===== src/rtl/hf_section_xfer.sv =====
// rtl/hf_section_xfer.sv - per-section word-transfer sequencer with toggle command/done handshakes
module hf_section_xfer #(
    parameter int LEN_W = 24
) (
    input  logic             CLK,
    input  logic             RST,
    input  logic [LEN_W-1:0] LEN,
    input  logic             DIR,
    input  logic             EN_STB,
    input  logic             ABORT,
    input  logic             PORT_RDY,
    output logic             WORD_STB,
    output logic             WORD_DIR,
    output logic             BUSY,
    output logic [LEN_W-1:0] REMAIN,
    output logic             DONE_STB,
    output logic             DONE_ABORTED,
    output logic             OVERRUN
);

    typedef enum logic [1:0] {
        ST_IDLE,
        ST_RUN,
        ST_FINISH
    } state_t;

    state_t             state_q, state_d;
    logic               en_stb_r_q, en_stb_r_d;
    logic [LEN_W-1:0]   remain_q, remain_d;
    logic               word_dir_q, word_dir_d;
    logic               busy_q, busy_d;
    logic               word_stb_q, word_stb_d;
    logic               done_stb_q, done_stb_d;
    logic               done_aborted_q, done_aborted_d;
    logic               overrun_q, overrun_d;
    logic               cmd_edge;

    always_ff @(posedge CLK) begin
        if (!RST) begin
            state_q        <= ST_IDLE;
            en_stb_r_q     <= 1'b0;
            remain_q       <= '0;
            word_dir_q     <= 1'b0;
            busy_q         <= 1'b0;
            word_stb_q     <= 1'b0;
            done_stb_q     <= 1'b0;
            done_aborted_q <= 1'b0;
            overrun_q      <= 1'b0;
        end else begin
            state_q        <= state_d;
            en_stb_r_q     <= en_stb_r_d;
            remain_q       <= remain_d;
            word_dir_q     <= word_dir_d;
            busy_q         <= busy_d;
            word_stb_q     <= word_stb_d;
            done_stb_q     <= done_stb_d;
            done_aborted_q <= done_aborted_d;
            overrun_q      <= overrun_d;
        end
    end

    always_comb begin
        state_d        = state_q;
        en_stb_r_d     = EN_STB;
        remain_d       = remain_q;
        word_dir_d     = word_dir_q;
        busy_d         = busy_q;
        word_stb_d     = 1'b0;
        done_stb_d     = done_stb_q;
        done_aborted_d = done_aborted_q;
        overrun_d      = overrun_q;
        cmd_edge       = EN_STB ^ en_stb_r_q;

        case (state_q)
            ST_IDLE: begin
                if (cmd_edge) begin
                    remain_d       = LEN;
                    word_dir_d     = DIR;
                    done_aborted_d = 1'b0;
                    busy_d         = 1'b1;
                    // A zero-length command still passes through FINISH so the done toggle fires.
                    state_d        = (LEN != '0) ? ST_RUN : ST_FINISH;
                end
            end
            ST_RUN: begin
                if (cmd_edge) begin
                    overrun_d = 1'b1;
                end
                if (ABORT) begin
                    done_aborted_d = 1'b1;
                    state_d        = ST_FINISH;
                end else if (PORT_RDY) begin
                    word_stb_d = 1'b1;
                    if (remain_q != '0) begin
                        remain_d = remain_q - LEN_W'(1);
                    end
                    if (remain_q <= LEN_W'(1)) begin
                        state_d = ST_FINISH;
                    end
                end
            end
            ST_FINISH: begin
                if (cmd_edge) begin
                    overrun_d = 1'b1;
                end
                done_stb_d = ~done_stb_q;
                busy_d     = 1'b0;
                state_d    = ST_IDLE;
            end
            default: begin
                state_d = ST_IDLE;
            end
        endcase
    end

    assign WORD_STB     = word_stb_q;
    assign WORD_DIR     = word_dir_q;
    assign BUSY         = busy_q;
    assign REMAIN       = remain_q;
    assign DONE_STB     = done_stb_q;
    assign DONE_ABORTED = done_aborted_q;
    assign OVERRUN      = overrun_q;

endmodule


===== config.mk =====
export PLATFORM = sky130hd
export DESIGN_NAME = hf_section_xfer
export DESIGN_NICKNAME = d
export VERILOG_FILES = /design/src/rtl/hf_section_xfer.sv
export SDC_FILE = /design/constraint.sdc
export NUM_CORES = 1
export LEC_CHECK = 0
export CORE_ASPECT_RATIO = 2
export CORE_MARGIN = 5
export CORE_UTILIZATION = 48
export DETAILED_ROUTE_END_ITERATION = 10
export PLACE_DENSITY = 0.76
export RECOVER_POWER = 50
export SETUP_SLACK_MARGIN = 0.15
export SLEW_MARGIN = 10
export SYNTH_ARGS = -nofsm -noshare
export SYNTH_HDL_FRONTEND = slang
export SYNTH_SLANG_ARGS = --single-unit

===== constraint.sdc =====
create_clock -name CLK -period 2.65 [get_ports CLK]
set_input_delay 0.53 -clock CLK [delete_from_list [all_inputs] [get_ports CLK]]
set_output_delay 0.53 -clock CLK [all_outputs]
set_load 0.05 [all_outputs]

==> summary.md <==
| Metric | Value |
|---|---|
| WS Path Type | flip-flop to output pin |
| GRT overflow | 0 |
| CP max FO | 10 |
| Die Ht | 105 microns |
| Max stage delay on crit path | 890 ps |
| Final Setup Violations | 0 |
| Internal power | 1.49 mW |
| Largest family of logic cells by synthesized area | simple AND/OR/NAND/NOR gates |
| Post-Layout Cell Count | 391 |
| Num rows | 34 |
| Ranking of synthesized cells by area | dfxtp_1 (31%), nand2_1 (4.4%), nor2_1 (4.4%) |
| Critical Path Start Type | flip-flop |
| Fin crit period | 2390 ps |
| WL final | 7.23 mm |
| Maxcap violations | 0 |
| Nets | 372 |
| Residual DRC count | 0 |
| Vias in the first global route | 2,456 |
| Simple-Gate Fraction of Synth Area | 33.9% |
| CP Capture Type | output pin |
| Yosys reg bits | 33 |
| Clk network pwr share | 14.3% |
| ANT nets after route | 0 |
| P_leak | 1.09 nW |
| Outcome | complete, no violations |
| Synth Area in Compound Gates | 23.6% |
| Fin Setup TNS | 0 ps |
| Fin crit share | 90.2% |
| GR Util All Layers | 24.1% |
| Final-report max-slew violation count | 0 |
| Hpwl dp | 5.43 mm |
| Number of DRC violations after detailed-routing iteration 0 | 158 |
| Core ar. | 4340 sq um |
| Register share of total power | 24.9% |
| Largest net degree at the start of global routing | 20 |
| H-tree depth | 2 |
| Most frequent cells in the layout | clkdlybuf4s50_1 (36), dfxtp_1 (33), nand2_1 (25), nor2_1 (25), dlygate4sd3_1 (23) |
| Via count | 2,564 |
| Clock transition at path regs | 70 ps |
| Share of the synthesized area in the top cell type | 30.8% |
| I/O pins | 60 |
| Post-Syn Area | 2150 sq um |
| Worst-margin pin slew | 978 ps |
| CTS Sinks | 33 |
| Count of different cell masters after synthesis | 56 |
| Antenna cells | 0 |
| Worst vdd ir | 0.915 mV |
| Switching share of total power | 50.1% |
| Clk_lat worst skew | 290 ps |
| Register area share after synthesis | 30.8% |
| Total CTS buffers | 5 |
| Clk_skew | 6.40 ps |
| Via density | 6.56 |
| EDFF count, synth | 0 |
| Full die area | 5990 sq um |
| Post-synthesis cell count | 271 |
| CP max-delay cell | clkdlybuf4s50_1 |
| Fraction of registers with async set/reset | 0% |
| Max_slew headroom | 34.8% |
| CP Data Arrival Time | 1860 ps |
| Initial core utilization | 49.5% |
| Area grow syn2layout | 37.2% |
| Ys Warns | 0 |
| Post-CTS Hold Fix Bufs | 0 |
| Psw | 1.50 mW |
| HP Class | flip-flop to flip-flop |
| Longest Clk Path Bufs | 2 |
| Synth Area in Adders | 3.50% |
| Max Clock Freq | 418 MHz |
| CTS tree | yes |
| Pwr Density | 1020 nW/um^2 |
| Layout cell share with drive strength beyond 1 | 10.7% |
| GP Congestion | 0.889 |
| Buffers on Ports | 59 |
| Cells after DPL | 383 |
| Global-route wire length before repair | 11.6 mm |
| Crit-path cells | clkbuf_1 > clkdlybuf4s50_1 |
| Biggest area consumer among synthesized cells | dfxtp_1 |
| Required time worst endpoint | 2120 ps |
| Post-synthesis xor/xnor area fraction | 1.22% |
| Initial antenna violation count | 0 |
| Avg Inst Size Synth | 7.92 sq um |
| Most common cell after layout, fill and taps aside | clkdlybuf4s50_1 |
| Pre-antenna DRT Iters | 5 |
| Mux cell area share after synthesis | 1.46% |
| Combinational fraction of design power | 60.8% |
| Main synth FF type | dfxtp_1 |
| Wire per inst | 18.5 microns |
| Final Hold Fails | 0 |
| Max reg flops | 24 |
| Mapped Nets | 307 |
| Die Width | 57.3 microns |
| RSZ-0062 raised after global routing | no |
| Power Total | 3.00 mW |
| Clk root buf | clkbuf_8 |
## kinds of logic after synthesis
family                   count (synthesis)
XOR/XNOR                                 3
AND/OR/NAND/NOR                        125
AO/OA/AOI/OAI                           75
flip-flops                              33
adder cells (fa/ha/maj)                  6
multiplexers                             3
buffers and inverters                   26
## power by group through the flow
stage                     combinational, mW  clock, mW  sequential [mW]
after floorplan                       0.938          0             1.07
after global placement                 1.81          0            0.747
after detailed placement               1.82          0            0.752
after CTS                              1.83      0.430            0.742
after global routing                   1.95      0.453            0.761
final                                  1.82      0.429            0.744
## synthesized netlist by cell type, types with 3 or more instances
cell,number
or4_1,7
nand4_1,10
a22oi_1,5
nand3_1,10
o32ai_1,4
nor3_1,9
inv_1,4
clkbuf_1,10
o21a_1,4
or3_1,5
nand4b_1,6
nor4_1,11
a31oi_1,12
dfxtp_1,33
a21oi_1,18
a211oi_1,3
o221ai_1,3
ha_1,6
buf_2,5
nand2_1,25
nor2_1,25
o21ai_0,7
## timing repair
item	CTS	global route
gates resized for setup	0	1
buffers inserted	0	0
setup endpoints to repair	0	1
## final cells by class
| cell class | instances | area [sq um] |
|---|---|---|
| clock buffers | 7 | 96.3 |
| clock inverters | 1 | 5.00 |
| fillers | 394 | 1400 |
| inverters | 6 | 22.5 |
| multi-input cells | 212 | 1370 |
| flip-flops and latches | 33 | 661 |
| well taps | 54 | 67.6 |
| repair buffers | 78 | 722 |
## per-layer routing
metal | GRT usage, % | routed length, microns | up-vias
met1 | 25.9 | 2530 | 1203
met3 | 5.19 | 677 | 22
met2 | 43.5 | 3800 | 156
met4 | 10.6 | 221 | 0
li1 | - | - | 1183
met5 | 0 | 0 | -
## stage by stage
| stage | hold WS (ps) | worst slack [ps] | util, % | cell area [sq um] |
|---|---|---|---|---|
| floorplan | 466 | 268 | - | 2150 |
| global placement | 444 | 262 | 65.7 | 2850 |
| detailed placement | 448 | 231 | 65.7 | 2850 |
| CTS | 457 | 313 | 68.0 | 2950 |
| global route | 477 | 173 | 67.8 | 2940 |
| finish | 451 | 259 | 67.8 | 2940 |
## worst max-delay path, delay by kind of cell (launching register included)
kind / cells / cell delay, ps
buf+inv: 2 / 1240
flops: 1 / 340
## final timing paths
path / cells past startpoint / slack [ps] / from / end
worst min register to register: 2 / 450 / WORD_DIR / WORD_DIR
worst max register to register: 6 / 290 / state_q[1] / REMAIN[22]
worst max-delay path: 2 / 260 / REMAIN[14] / REMAIN[14]
worst min-delay path: 2 / 450 / WORD_DIR / WORD_DIR
No activity file was read; power rests on OpenSTA's default activity.
